===== src/rtl/jpeg_lift_pkg.sv =====
// Shared FSM encoding, pass constants and boundary mirroring for the 5/3 lifting row sequencer.
// Latency: none (constants and a pure function only).
// Backpressure: none.
package jpeg_lift_pkg;

    localparam logic [2:0] ST_IDLE  = 3'd0;
    localparam logic [2:0] ST_RD_L  = 3'd1;
    localparam logic [2:0] ST_RD_S  = 3'd2;
    localparam logic [2:0] ST_RD_R  = 3'd3;
    localparam logic [2:0] ST_CAP_R = 3'd4;
    localparam logic [2:0] ST_LIFT  = 3'd5;
    localparam logic [2:0] ST_WR    = 3'd6;
    localparam logic [2:0] ST_DONE  = 3'd7;

    // Value driven on lift_e_o: predict works on odd targets, update on even ones.
    localparam logic PASS_PRED = 1'b0;
    localparam logic PASS_UPD  = 1'b1;

    // Whole-sample symmetric extension: -1 folds to 1, len folds to len-2.
    function automatic int mirror_idx(input int idx, input int len);
        if (idx < 0) begin
            return -idx;
        end
        if (idx >= len) begin
            return 2 * len - 2 - idx;
        end
        return idx;
    endfunction

endpackage


===== src/rtl/jpeg_lift_addr.sv =====
// Maps a target sample index to RAM addresses of its left, centre and right operands.
// Latency: purely combinational.
// Backpressure: none; outputs follow inputs.
module jpeg_lift_addr
    import jpeg_lift_pkg::*;
#(
    parameter int AW = 6
) (
    input  logic [AW-1:0] base,
    input  logic [AW:0]   len,
    input  logic [AW:0]   tgt,
    output logic [AW-1:0] addr_l,
    output logic [AW-1:0] addr_s,
    output logic [AW-1:0] addr_r
);

    int idx_l;
    int idx_r;

    // Mirror neighbour indices at the row ends, then offset by base; the AW-bit add wraps the RAM.
    always_comb begin
        idx_l  = mirror_idx(int'(tgt) - 1, int'(len));
        idx_r  = mirror_idx(int'(tgt) + 1, int'(len));
        addr_l = base + AW'(idx_l);
        addr_s = base + AW'(tgt);
        addr_r = base + AW'(idx_r);
    end

endmodule


===== src/rtl/jpeg_lift_ctrl.sv =====
// Sequences predict and update lifting passes over one row in RAM, writing each result in place.
// Latency: 5+LIFT_LAT cycles per target (4+LIFT_LAT with JPEG_LIFT_WINDOW_EN after a pass's first target), plus one done cycle.
// Backpressure: none; start is ignored while busy, lift_res is sampled LIFT_LAT cycles after operands settle.
module jpeg_lift_ctrl
    import jpeg_lift_pkg::*;
#(
    parameter int AW       = 6,
    parameter int DW       = 16,
    parameter int LIFT_LAT = 1
) (
    input  logic          clk,
    input  logic          rst_n,
    input  logic          start,
    input  logic [AW-1:0] cfg_base,
    input  logic [AW:0]   cfg_len,
    input  logic          cfg_fwd,
    output logic          busy,
    output logic          done,
    output logic          err,
    output logic          rd_en,
    output logic [AW-1:0] rd_addr,
    input  logic [DW-1:0] rd_data,
    output logic          wr_dv,
    output logic [AW-1:0] wr_addr,
    output logic [DW-1:0] wr_data,
    output logic [DW-1:0] lift_l,
    output logic [DW-1:0] lift_r,
    output logic [DW-1:0] lift_s,
    output logic          lift_e_o,
    output logic          lift_f_i,
    input  logic [DW-1:0] lift_res
);

    localparam int          LCW      = (LIFT_LAT > 1) ? $clog2(LIFT_LAT) : 1;
    localparam logic [LCW-1:0] LAT_LAST = LCW'(LIFT_LAT - 1);
    localparam logic [AW:0] LEN_MAX  = {1'b1, {AW{1'b0}}};

    logic [2:0]     state;
    logic [AW-1:0]  base_q;
    logic [AW:0]    len_q;
    logic [AW:0]    tgt;
    logic [AW:0]    tgt_nxt;
    logic           second;
    logic           skip_l;
    logic [LCW-1:0] lat_cnt;
    logic           len_bad;
    logic [AW-1:0]  addr_l;
    logic [AW-1:0]  addr_s;
    logic [AW-1:0]  addr_r;

    jpeg_lift_addr #(
        .AW (AW)
    ) u_addr (
        .base   (base_q),
        .len    (len_q),
        .tgt    (tgt),
        .addr_l (addr_l),
        .addr_s (addr_s),
        .addr_r (addr_r)
    );

    assign tgt_nxt = tgt + (AW+1)'(2);

    // Row must be even, at least one pair, and fit in the RAM.
    assign len_bad = cfg_len[0] || (cfg_len < (AW+1)'(2)) || (cfg_len > LEN_MAX);

    // RAM and status strobes decode from state only, so reset clears them immediately.
    always_comb begin
        busy    = (state != ST_IDLE);
        done    = (state == ST_DONE);
        rd_en   = (state == ST_RD_L) || (state == ST_RD_S) || (state == ST_RD_R);
        wr_dv   = (state == ST_WR);
        rd_addr = '0;
        case (state)
            ST_RD_L: rd_addr = addr_l;
            ST_RD_S: rd_addr = addr_s;
            ST_RD_R: rd_addr = addr_r;
            default: rd_addr = '0;
        endcase
        wr_addr = wr_dv ? addr_s   : '0;
        wr_data = wr_dv ? lift_res : '0;
    end

    // Row sequencer: latch config, fetch three operands, wait on the lifting unit, write back, advance.
    always_ff @(posedge clk or negedge rst_n) begin
        if (!rst_n) begin
            state    <= ST_IDLE;
            base_q   <= '0;
            len_q    <= '0;
            tgt      <= '0;
            second   <= 1'b0;
            skip_l   <= 1'b0;
            lat_cnt  <= '0;
            err      <= 1'b0;
            lift_l   <= '0;
            lift_r   <= '0;
            lift_s   <= '0;
            lift_e_o <= 1'b0;
            lift_f_i <= 1'b0;
        end else begin
            err <= 1'b0;
            case (state)
                ST_IDLE: begin
                    if (start) begin
                        if (len_bad) begin
                            err <= 1'b1;
                        end else begin
                            base_q   <= cfg_base;
                            len_q    <= cfg_len;
                            lift_f_i <= cfg_fwd;
                            lift_e_o <= cfg_fwd ? PASS_PRED : PASS_UPD;
                            tgt      <= cfg_fwd ? (AW+1)'(1) : (AW+1)'(0);
                            second   <= 1'b0;
                            skip_l   <= 1'b0;
                            state    <= ST_RD_L;
                        end
                    end
                end
                ST_RD_L: begin
                    state <= ST_RD_S;
                end
                ST_RD_S: begin
                    // With skip_l set, the previous target's right operand is this target's left.
                    lift_l <= skip_l ? lift_r : rd_data;
                    state  <= ST_RD_R;
                end
                ST_RD_R: begin
                    lift_s <= rd_data;
                    state  <= ST_CAP_R;
                end
                ST_CAP_R: begin
                    lift_r  <= rd_data;
                    lat_cnt <= '0;
                    state   <= ST_LIFT;
                end
                ST_LIFT: begin
                    if (lat_cnt == LAT_LAST) begin
                        state <= ST_WR;
                    end else begin
                        lat_cnt <= lat_cnt + LCW'(1);
                    end
                end
                ST_WR: begin
                    if (tgt_nxt < len_q) begin
                        tgt <= tgt_nxt;
`ifdef JPEG_LIFT_WINDOW_EN
                        skip_l <= 1'b1;
                        state  <= ST_RD_S;
`else
                        skip_l <= 1'b0;
                        state  <= ST_RD_L;
`endif
                    end else if (!second) begin
                        second   <= 1'b1;
                        skip_l   <= 1'b0;
                        lift_e_o <= ~lift_e_o;
                        tgt      <= (lift_e_o == PASS_UPD) ? (AW+1)'(1) : (AW+1)'(0);
                        state    <= ST_RD_L;
                    end else begin
                        state <= ST_DONE;
                    end
                end
                ST_DONE: begin
                    state <= ST_IDLE;
                end
                default: begin
                    state <= ST_IDLE;
                end
            endcase
        end
    end

endmodule


===== config.mk =====
export PLATFORM = sky130hd
export DESIGN_NAME = jpeg_lift_ctrl
export DESIGN_NICKNAME = d
export VERILOG_FILES = /design/src/rtl/jpeg_lift_pkg.sv /design/src/rtl/jpeg_lift_addr.sv /design/src/rtl/jpeg_lift_ctrl.sv
export SDC_FILE = /design/constraint.sdc
export NUM_CORES = 1
export LEC_CHECK = 0
export ABC_CLOCK_PERIOD_IN_PS = 9300
export CAP_MARGIN = 20
export CORE_AREA = 2 2 119 121
export CTS_CLUSTER_DIAMETER = 150
export CTS_CLUSTER_SIZE = 30
export DETAILED_ROUTE_END_ITERATION = 8
export DIE_AREA = 0 0 121 123
export GPL_ROUTABILITY_DRIVEN = 0
export HOLD_SLACK_MARGIN = 0.12
export PLACE_DENSITY = 0.61
export SLEW_MARGIN = 25
export SYNTH_ARGS = -nofsm -noshare
export SYNTH_HDL_FRONTEND = slang
export SYNTH_SLANG_ARGS = --single-unit

===== constraint.sdc =====
create_clock -name clk -period 9.3 [get_ports clk]
set_input_delay 1.86 -clock clk [delete_from_list [all_inputs] [get_ports clk]]
set_output_delay 1.86 -clock clk [all_outputs]
set_load 0.03 [all_outputs]

* After elaboration in Yosys (flattened, before gate mapping)
Index checks and enable logic that the tools add are counted.
** Cells by class
- Mux-type cells :: 49
- Equal/unequal tests :: 13
- Reductions and logical operators :: 13
- Add/subtract/negate cells :: 12
- $lt $le $gt $ge :: 7
- Bitwise operators :: 2
** Operators by type and width (count)
- 6-bit two-way mux :: 9
- 16-bit two-way mux :: 2
- 7-bit two-way mux :: 4
- 3-bit one-hot mux with 8 select lines :: 1
- 1-bit two-way mux :: 22
- 6-bit adder :: 3
- 6-bit one-hot mux with 3 select lines :: 1
- 8-bit by 1-bit < comparator with 1-bit output (second input constant) :: 2
- 3-bit two-way mux :: 5
- 7-bit one-hot mux with 2 select lines :: 1
- 3-bit equality test (second input constant) :: 4
- 6-bit negator :: 2
- 6-bit subtractor :: 2
- 2-bit != test (second input constant) :: 5
- 7-bit by 1-bit adder with 8-bit output (second input constant) :: 1
- 8-bit by 7-bit greater-or-equal comparator with 1-bit output :: 1
- 8-bit greater-or-equal comparator :: 1
- 1-bit one-hot mux with 2 select lines :: 4
- 4-bit AND reduction :: 2
- 7-bit by 1-bit subtractor with 8-bit output (second input constant) :: 1
- 7-bit by 2-bit adder with 7-bit output (second input constant) :: 1
- 7-bit greater-than comparator (second input constant) :: 1
- 7-bit by 2-bit < comparator with 1-bit output (second input constant) :: 1
- 7-bit < comparator :: 1
- 12 further kinds :: 19
** Storage, ports and cells
- Logic and storage cells :: 109
- Output and inout bits :: 83
- Bits of input ports :: 49
- Bits in registers :: 77

* Depth between registers and ports, before layout
Gate-level depths: netlist of the first run.
- Depth after elaboration :: 8
- Mapped depth :: 22
- Depth with buffers taken out :: 21

* Modules after synthesis
Synthesis of the first run repeated with hierarchy kept, for this count alone.
** Unflattened totals
- Cell total of the unflattened synthesis :: 505
- Area, all modules :: 5175.0 µm²
** By module, submodules not included
- jpeg_lift_ctrl :: cells each 287, seq. area each 1876.8 µm², area an instance 3522.1 µm², instances 1
- jpeg_lift_addr :: cells each 218, seq. area each 0.0 µm², area an instance 1652.8 µm², instances 1

* Least setup slack after synthesis of the first run
Ideal clock, no wire load.
- Path kind :: flip-flop to output port
- Start point :: register tgt[2]
- End point :: output rd_addr[5]
- Data required time :: 7.440 ns
- Cell stages (with the launch flop) :: 22
- Path buffers :: 1
- Setup slack :: 2.985 ns
- Data arrival time :: 4.455 ns
- Path through :: dfrtp_1 -> clkbuf_1 -> inv_1 -> ha_1 -> a21boi_1 -> nand2_1 -> xnor2_1 -> ha_1 -> o21a_1 -> o21ai_0 -> a31oi_1 -> nor2_1 -> o311ai_0 -> o31ai_1 -> a31o_2 -> ha_1 -> a21o_1 -> a21oi_1 -> nor4b_1 -> or3_1 -> a2111o_1 -> nand2_1
** Between the ends
- Word-level cells in the longest chain between the ends :: 8
- Elaborated cells on any way between the ends :: 28
- Those cells by class :: add/sub (9); order compare (4); mux (15)
** RTL lines
- start, declared :: RTL line jpeg_lift_ctrl.sv:41 : logic [AW:0] tgt;
- start signal, assigned :: RTL line jpeg_lift_ctrl.sv:112 : tgt <= cfg_fwd ? (AW+1)'(1) : (AW+1)'(0);
- start signal, assigned :: RTL line jpeg_lift_ctrl.sv:145 : tgt <= tgt_nxt;
- start signal, assigned :: RTL line jpeg_lift_ctrl.sv:157 : tgt <= (lift_e_o == PASS_UPD) ? (AW+1)'(1) : (AW+1)'(0);
- 7-bit by 1-bit adder with 8-bit output / 7-bit by 1-bit subtractor with 8-bit output (equally long branches) :: RTL line jpeg_lift_addr.sv:23, jpeg_lift_addr.sv:22
- 8-bit by 1-bit < comparator with 1-bit output, or another cell as far along :: RTL line jpeg_lift_pkg.sv:21 : if (idx < 0) begin
- 6-bit two-way mux / 1-bit two-way mux (equally long branches) :: RTL line jpeg_lift_pkg.sv:21, jpeg_lift_pkg.sv:24
- 6-bit two-way mux / 1-bit two-way mux (equally long branches) :: RTL line jpeg_lift_pkg.sv:24 : if (idx >= len) begin
- 6-bit two-way mux :: RTL line jpeg_lift_pkg.sv:27 : return idx;
- 6-bit two-way mux :: RTL line jpeg_lift_pkg.sv:24
- 6-bit adder, on equally long branches :: RTL line jpeg_lift_addr.sv:26, jpeg_lift_addr.sv:24
- 6-bit one-hot mux with 3 select lines * :: RTL line jpeg_lift_ctrl.sv:74 : case (state)
- end, declared :: RTL line jpeg_lift_ctrl.sv:21 : output logic [AW-1:0] rd_addr,
Mark *: on every way between the ends. The rest lies on a longest branch, timed or not. The select of a mux whose other input is x is not followed.

* Final worst setup path of the first run
- Start point :: register tgt[0]
- End point :: output rd_addr[5]
Same word-level chain as after synthesis.

==> results.yml, run 1 <==
logic_synthesis:
  avgSynthCellArea_um2: 9.64
  ys_types: 57
  synth.largest_area_cell: "dfrtp_1"
  synth-edff-count: 0
  synth.top_cell.area_share_pct: 37.9
  synth-main-ff-cell: "dfrtp_1"
  synth_nets: 610
  syn_inst: 514
  async_reset_ff_share_pct: 100
  netlist_area_um2: 4950
  ys_warn_count: 0
  yosysSeqAreaShare_pct: 37.9
  synth_top_cells_by_area: "dfrtp_1, ha_1, mux2_2"
  ys_ff_latch: 75
clock_tree:
  clk_pin_slew_worst_paths_ns: 0.06
  cts_max_path_buffers: 2
  cts_tree: "yes"
  cts_resized: 0
  root_buffer: "clkbuf_16"
  numClockSinks: 75
  holdBufCountCts: 0
  cts-htree-levels: 3
  cts_setup_buffers: 0
  clk_latency_ns: 0.33
  cts_buffers: 9
run:
  cap_violations: 0
setup_path:
  slowest_delay_ns: 0.71
  r2r_cells: 9
  cpMaxStageDelayCell: "dfrtp_1"
  cp_common_cell: "ha_1"
  startpoint_type: "flip-flop"
  worstPathRequired_ns: 7.44
  worstPathArrival_ns: 6.04
  path_buf_inv: 3
  rrSetupSlack_ns: 6.41
  crit_fanout: 17
  crit_family: "compound AO/OA/AOI/OAI gates"
  worst-path-stages: 19
  path_class: "reg2out"
  end_kind: "output pin"
  path_cells: "inv_1 > ha_1 > inv_1 > ha_1 > a21boi_0 > o211ai_1 > a31oi_1 > nor2_1 > o311ai_0 > o31ai_1 > a31o_2 > ha_1 > a21o_1 > a21oi_1 > nor4b_1 > or3_1 > a2111o_1 > nand2_1 > clkdlybuf4s50_1"
floorplanning:
  row_count: 43
  fp.coreArea_um2: 13600
  ios: 132
  die_h_um: 123
  start_util_pct: 36.4
  dieArea_um2: 14900
  die_x_um: 121
finish:
  area_growth_pct: 36.2
  nNetsFinal: 733
  diodes: 0
  layout-drive-gt1-share_pct: 11.7
detailed_routing:
  wl_per_cell_um: 17.1
  vias: 4305
  wl_mm: 14.1
  antenna_left: 0
  drc_errors: 0
  vias_per_cell: 5.24
  drt_iter0_markers: 230
  drtPass1Iterations: 4
global_routing:
  met3_usage_pct: 6.60
  grt_overflow: 0
  grt_pass1_vias: 4373
  antenna_found_initial: 0
  grt.total_usage_pct: 19.6
  grt_pass1_wl_mm: 22.9
  grtUsageMet1_pct: 23.5
  grt_max_degree: 76
  grt.busiest_layer: "met2"
  met2_usage_pct: 33.4
sta:
  fmax_mhz: 127
  relSlewSlack_pct: 39.6
  post-route-min-period_ns: 7.90
  grt_setup_unrepaired: "false"
  setup_tns_ns: 0
  tightestPinTransition_ns: 0.903
  setup_viol: 0
  hold_viol: 0
  skew_ns: 0.00869
  drv_slew: 0
  period_share_pct: 85.0
min_path:
  hold_path_class: "reg2reg"
  holdPathStages: 2
run_status:
  status: "complete, no violations"
place:
  dp_hpwl_mm: 10.7
  port_buffers: 131
## flip-flops by register name (all words and copies together), names as in the netlist
register and count:
lift_f_i 1, len_q 7, base_q 6, lift_l 16, state 3, tgt 7, err 1, lift_e_o 1
lift_r 16, second 1, lift_s 16
## routing by layer
| layer | vias to the layer above | routed length, um |
|---|---|---|
| met5 | - | 0 |
| met2 | 102 | 6860 |
| li1 | 2044 | - |
| met1 | 2141 | 5960 |
| met3 | 18 | 1050 |
| met4 | 0 | 193 |
## cells in the mapped netlist, types with 3 or more instances
| cell type | count |
|---|---|
| a211oi_1 | 7 |
| nor3_1 | 8 |
| mux2i_1 | 3 |
| buf_2 | 9 |
| a32o_2 | 4 |
| xor2_1 | 12 |
| a31oi_1 | 3 |
| nor2_1 | 33 |
| a21oi_1 | 19 |
| dfrtp_1 | 75 |
| xnor2_1 | 22 |
| or2_2 | 4 |
| inv_1 | 28 |
| o21bai_1 | 3 |
| a21o_1 | 9 |
| and3_1 | 21 |
| mux2_2 | 35 |
| nand2_1 | 72 |
| o21a_1 | 4 |
| nor3b_1 | 4 |
| clkbuf_1 | 13 |
| mux2_1 | 5 |
| ha_1 | 45 |
| o21ai_0 | 23 |
| nand3_1 | 7 |
| o22ai_1 | 5 |
| nand2b_1 | 3 |
## path summary, 6_finish.rpt
kind,from,to
worst min-delay path,lift_l[7],lift_l[7]
min in group asynchronous,rst_n,lift_r[4]
worst min register to register,lift_l[7],lift_l[7]
worst max register to register,tgt[1],tgt[3]
max in group asynchronous,rst_n,tgt[5]
worst max-delay path,tgt[0],rd_addr[5]
## worst reg2reg max path: stages (launching register included)
cell	delay [ns]
dfrtp_1	0.57
inv_1	0.23
ha_1	0.38
ha_1	0.28
o21a_1	0.11
o21a_1	0.17
o21ai_0	0.56
nand2_1	0.19
nor3b_1	0.23
a21o_1	0.11
## cells in the final DEF, fill, tap and decap left out, drive strengths merged, types with 2 or more instances in the layout
master / n
and2: 2
clkinv: 2
bufinv: 2
buf: 5
a21boi: 3
xor2: 12
a22o: 2
clkdlybuf4s50: 130
o22ai: 5
a32o: 4
fa: 2
a21o: 9
nor3: 10
a2111oi: 2
nor2: 33
mux2: 40
a31o: 3
a21oi: 19
xnor2: 22
a31oi: 3
dfrtp: 75
inv: 30
or2: 4
nor2b: 2
o21bai: 3
nand3: 7
clkbuf: 9
nor4: 2
nor3b: 5
nand2b: 3
a211oi: 7
or3: 2
nand2: 72
o21a: 5
mux2i: 3
o21ai: 23
and3: 21
ha: 45
## layout make-up
type | count | area [um^2]
inverters | 28 | 105
clock inverters | 7 | 98.8
flip-flops and latches | 75 | 1880
multi-input cells | 388 | 2880
fillers | 1254 | 6860
well taps | 180 | 225
repair buffers | 135 | 1340
clock buffers | 9 | 225
## through the flow
| stage | hold WS (ns) | cells | utilization (%) | area, um^2 | worst slack (ns) |
|---|---|---|---|---|---|
| floorplan | 0.494 | 514 | - | 4950 | 2.99 |
| global placement | 0.458 | 806 | 47.2 | 6420 | 2.04 |
| detailed placement | 0.464 | 806 | 47.2 | 6420 | 1.83 |
| CTS | 0.477 | 822 | 49.6 | 6750 | 1.44 |
| global route | 0.494 | 822 | 49.6 | 6750 | 0.966 |
| finish | 0.469 | 822 | 49.6 | 6750 | 1.40 |
## cells by family after synthesis
logic type	after synthesis	synth area share (%)
AO/OA/AOI/OAI	97	13.7
XOR/XNOR	34	6.01
adder cells (fa/ha/maj)	47	12.2
buffers and inverters	51	4.17
flip-flops	75	37.9
multiplexers	43	9.70
AND/OR/NAND/NOR	167	16.4
Power of run 1 is left out: the tool's default activity adds up to more than one toggle a clock period on the data nets, which glitch-free logic cannot reach.
==> inputs of run 2 (changes only) <==
--- a/config.mk
+++ b/config.mk
@@ -5,7 +5,7 @@
 export SDC_FILE = /design/constraint.sdc
 export NUM_CORES = 1
 export LEC_CHECK = 0
-export ABC_CLOCK_PERIOD_IN_PS = 9300
+export ABC_CLOCK_PERIOD_IN_PS = 6500
 export CAP_MARGIN = 20
 export CORE_AREA = 2 2 119 121
 export CTS_CLUSTER_DIAMETER = 150
@@ -14,7 +14,7 @@
 export DIE_AREA = 0 0 121 123
 export GPL_ROUTABILITY_DRIVEN = 0
 export HOLD_SLACK_MARGIN = 0.12
-export PLACE_DENSITY = 0.61
+export PLACE_DENSITY = 0.63
 export SLEW_MARGIN = 25
 export SYNTH_ARGS = -nofsm -noshare
 export SYNTH_HDL_FRONTEND = slang
==> constraint.sdc (replaced) <==
create_clock -name clk -period 6.5 [get_ports clk]
set_input_delay 1.3 -clock clk [delete_from_list [all_inputs] [get_ports clk]]
set_output_delay 1.3 -clock clk [all_outputs]
set_load 0.03 [all_outputs]
==> results.yml, run 2 (synthesized netlist as in run 1, its figures left out) <==
min_path:
  hp-start: "lift_l[15]"
  holdPathEnd: "lift_l[15]"
  holdPathStages: 2
  hold_path_class: "reg2reg"
floorplanning:
  die_x_um: 121
  fp.coreArea_um2: 13600
  ios: 132
  start_util_pct: 36.4
  die_h_um: 123
  dieArea_um2: 14900
  row_count: 43
setup_path:
  worstPathArrival_ns: 4.87
  r2r_cells: 10
  startpoint_type: "flip-flop"
  rrSetupSlack_ns: 3.71
  rr_startpoint: "tgt[3]"
  end_kind: "output pin"
  worstPathRequired_ns: 5.20
  path_class: "reg2out"
  crit_fanout: 13
  rr_endpoint: "tgt[3]"
detailed_routing:
  wl_per_cell_um: 17.2
  antenna_left: 0
  vias_per_cell: 5.14
  wl_mm: 14.3
  drc_errors: 0
  vias: 4275
  drt_iter0_markers: 202
  drtPass1Iterations: 4
finish:
  top_regs: "lift_l: 16 flops, lift_r: 16 flops, lift_s: 16 flops"
  layout_commonest_cell: "clkdlybuf4s50_1"
  multiInputGateArea_um2: 2920
  area_growth_pct: 39.3
  final_cell_mix: "clkdlybuf4s50_1, dfrtp_1, nand2_1"
  layout-drive-gt1-share_pct: 14.7
  nNetsFinal: 742
  fillerInstances: 1215
  ff_latch_area_um2: 1880
  diodes: 0
sta:
  skew_ns: 0.00682
  hold_viol: 0
  setup_viol: 0
  drv_slew: 0
  post-route-min-period_ns: 6.17
  relSlewSlack_pct: 42.2
  tightestPinTransition_ns: 0.864
  fmax_mhz: 162
  period_share_pct: 94.9
  fin_hold_ws_ns: 0.472
clock_tree:
  root_buffer: "clkbuf_16"
  holdBufCountCts: 0
  clk_pin_slew_worst_paths_ns: 0.06
  cts_tree: "yes"
  cts_buffers: 9
  cts-htree-levels: 3
  cts_max_path_buffers: 2
  clk_latency_ns: 0.34
  numClockSinks: 75
run:
  cap_violations: 0
global_routing:
  grt.total_usage_pct: 19.5
  grt_pass1_vias: 4335
  antenna_found_initial: 0
  grt_overflow: 0
  grt_pass1_wl_mm: 22.8
  grt_max_degree: 76
place:
  dp_hpwl_mm: 10.7
  port_buffers: 131
run_status:
  status: "complete, no violations"
run 2: cell types whose count changed in the layout (fill, tap and decap cells not counted), moves of 2 or more:
cell,change
buf_4,+9
dfrtp_1,-2
inv_6,-2
dfrtp_2,+2
run 2: how the worst max path moves through the flow:
stage / startpoint / end / slack (ns) / cells after the start
detailed placement: tgt[1] / rd_addr[5] / 0.22 / 20
global placement: tgt[1] / rd_addr[5] / 0.49 / 21
CTS: tgt[1] / rd_addr[5] / 0.003 / 21
finish: tgt[3] / rd_addr[5] / 0.33 / 17
floorplan: tgt[2] / rd_addr[5] / 0.75 / 21
global route: tgt[1] / rd_addr[5] / -0.05 / 21
run 2: worst max-delay path: stages (launching register included):
cell	delay (ns)
dfrtp_1	0.69
nand4_1	0.19
xnor2_1	0.26
ha_1	0.31
a2111oi_1	0.46
nor3_1	0.09
a21o_1	0.29
a211oi_1	0.35
a31o_2	0.20
ha_1	0.23
a21o_1	0.17
a21oi_2	0.22
nor4b_1	0.11
nor3_1	0.26
nor2_1	0.08
a222oi_1	0.31
nand2_1	0.14
buf_12	0.15
run 2: per-stage QoR:
step	cells	setup TNS, ns	utilization, %	instance area, um^2	setup slack [ns]
finish	831	0	50.7	6900	0.334
detailed placement	808	0	47.4	6450	0.218
floorplan	514	0	-	4950	0.745
global route	831	-0.0476	50.7	6900	-0.0476
global placement	808	0	47.4	6450	0.486
CTS	824	0	50.0	6810	0.00272
run 2: layout make-up:
class	instances	share of cell area, %
flip-flops and latches	75	27.2
inverters	28	1.52
clock buffers	10	3.46
repair buffers	144	20.6
multi-input cells	388	42.3
clock inverters	6	1.63
well taps	180	3.26
run 2: timing repair:
action	CTS	global route
setup buffers	0	7
pin swaps	0	1
endpoints found under the setup margin	3	4
resized for setup	3	11
run 2: per-layer routing:
metal	share of wire, %	track usage [%]	vias up
li1	-	-	2060
met1	41	23.4	2061
met2	48	31.5	126
met3	8.4	8.39	28
met4	2.7	6.69	0
met5	0	0	-
Power of run 2 is left out for the same reason.
==> inputs of run 3 (changes only) <==
--- a/config.mk
+++ b/config.mk
@@ -13,6 +13,7 @@
 export DETAILED_ROUTE_END_ITERATION = 8
 export DIE_AREA = 0 0 121 123
 export GPL_ROUTABILITY_DRIVEN = 0
+export GPL_TIMING_DRIVEN = 0
 export HOLD_SLACK_MARGIN = 0.12
 export PLACE_DENSITY = 0.63
 export SLEW_MARGIN = 25
==> results.yml, run 3 (synthesized netlist as in run 1, its figures left out) <==
run_status:
  status: "complete, no violations"
setup_path:
  worstPathRequired_ns: 5.20
  cp_common_cell: "ha_1"
  crit_start: "tgt[2]"
  path_class: "reg2out"
  end_kind: "output pin"
  startpoint_type: "flip-flop"
  crit_fanout: 9
  cpMaxStageDelayCell: "dfrtp_1"
  worstPathArrival_ns: 5.00
  rr_startpoint: "tgt[5]"
  path_cells: "buf_6 > inv_1 > ha_1 > a21boi_1 > nand2_1 > xnor2_2 > ha_1 > a211oi_1 > a31oi_2 > buf_4 > o311a_1 > o31ai_1 > a31o_2 > ha_1 > a21o_1 > a21oi_2 > nor4b_1 > or3_1 > a2111o_1 > nand2_1 > clkbuf_4"
  slowest_delay_ns: 0.40
global_routing:
  grt.total_usage_pct: 20.2
  grt_overflow: 0
  grt_pass1_vias: 4459
  grt_max_degree: 46
  grt_pass1_wl_mm: 23.5
  antenna_found_initial: 0
sta:
  fmax_mhz: 159
  setup_tns_ns: 0
  relSlewSlack_pct: 48.6
  tightestPinTransition_ns: 0.768
  post-route-min-period_ns: 6.30
  skew_ns: 0.0115
  setup_viol: 0
  period_share_pct: 96.9
  hold_viol: 0
  drv_slew: 0
detailed_routing:
  drc_errors: 0
  top_layer: "met4"
  wl_per_cell_um: 17.3
  met1_length_mm: 6.33
  met2WireLength_mm: 7.07
  vias_per_cell: 5.13
  wl_mm: 14.8
  drt_iter0_markers: 214
  vias: 4379
  antenna_left: 0
  wl_met3_mm: 1.07
  drtPass1Iterations: 4
clock_tree:
  cts_max_path_buffers: 2
  numClockSinks: 75
  clk_pin_slew_worst_paths_ns: 0.06
  clk_latency_ns: 0.34
  cts-htree-levels: 3
  root_buffer: "clkbuf_16"
  cts_tree: "yes"
  cts_buffers: 9
place:
  port_buffers: 131
  dp_hpwl_mm: 11.1
  placedCellCount: 826
floorplanning:
  row_count: 43
  ios: 132
  die_x_um: 121
  fp.coreArea_um2: 13600
  die_h_um: 123
  start_util_pct: 36.4
  dieArea_um2: 14900
finish:
  layout-drive-gt1-share_pct: 16.0
  nNetsFinal: 764
  fillerInstances: 1235
  layout_commonest_cell: "clkdlybuf4s50_1"
  instances_no_fill: 853
  top_regs: "lift_l: 16 flops, lift_r: 16 flops, lift_s: 16 flops"
  final_cell_mix: "clkdlybuf4s50_1, dfrtp_1, nand2_1"
  area_growth_pct: 41.6
  diodes: 0
min_path:
  hold_path_class: "reg2reg"
  hp-start: "lift_l[8]"
run:
  cap_violations: 0
## run 3: per-stage QoR
step           util, %  hold WS (ns)  setup slack, ns  cell area, um^2
3_5_place_dp      47.9         0.464           -0.637             6520
3_3_place_gp      47.7         0.458           -0.528             6490
2_1_floorplan        -         0.494            0.745             4950
6_report          51.6         0.476            0.199             7020
5_1_grt           51.6         0.501         -0.00766             7020
4_1_cts           50.9         0.481           0.0930             6920
## run 3: worst paths after layout
check | slack [ns] | cells after the start | end
setup / recovery | 0.20 | 21 | rd_addr[5]
hold / removal | 0.48 | 2 | lift_l[8]
setup reg to reg | 3.80 | 11 | tgt[3]
hold reg to reg | 0.48 | 2 | lift_l[8]
min in group asynchronous | 0.90 | 1 | lift_s[8]
max in group asynchronous | 5.03 | 2 | state[2]
## run 3: what timing repair did
action / in CTS / in global routing
endpoints found under the setup margin: 5 / 3
cloned: 0 / 0
setup buffers: 6 / 5
gates resized for setup: 16 / 15
hold buffers: 0 / 0
pin swaps: 1 / 3
## run 3: worst max-delay path, delay by kind of cell (launching register included)
kind,cells,cell delay (ns)
buf+inv,4,0.60
fa+ha+maj,3,0.68
simple gates,4,0.65
flops,1,0.40
xor+xnor,1,0.22
compound gates,9,2.09
## run 3: area by class of cell
cell class,instances,area (um^2),share of cell area (%)
buffer,23,111,1.59
clock buffer,10,229,3.26
clock inverter,6,96.3,1.37
inverter,28,113,1.60
multi-input combinational,388,2950,42.0
sequential,75,1880,26.8
tap,180,225,3.21
timing repair buffer,143,1420,20.2
## run 3: metal layers
layer  track usage [%]  vias to the layer above
li1                  -                     2119
met1              25.1                     2104
met2              33.8                      135
met3              5.77                       21
met4              6.40                        0
met5                 0                        -
Power of run 3 is left out for the same reason.
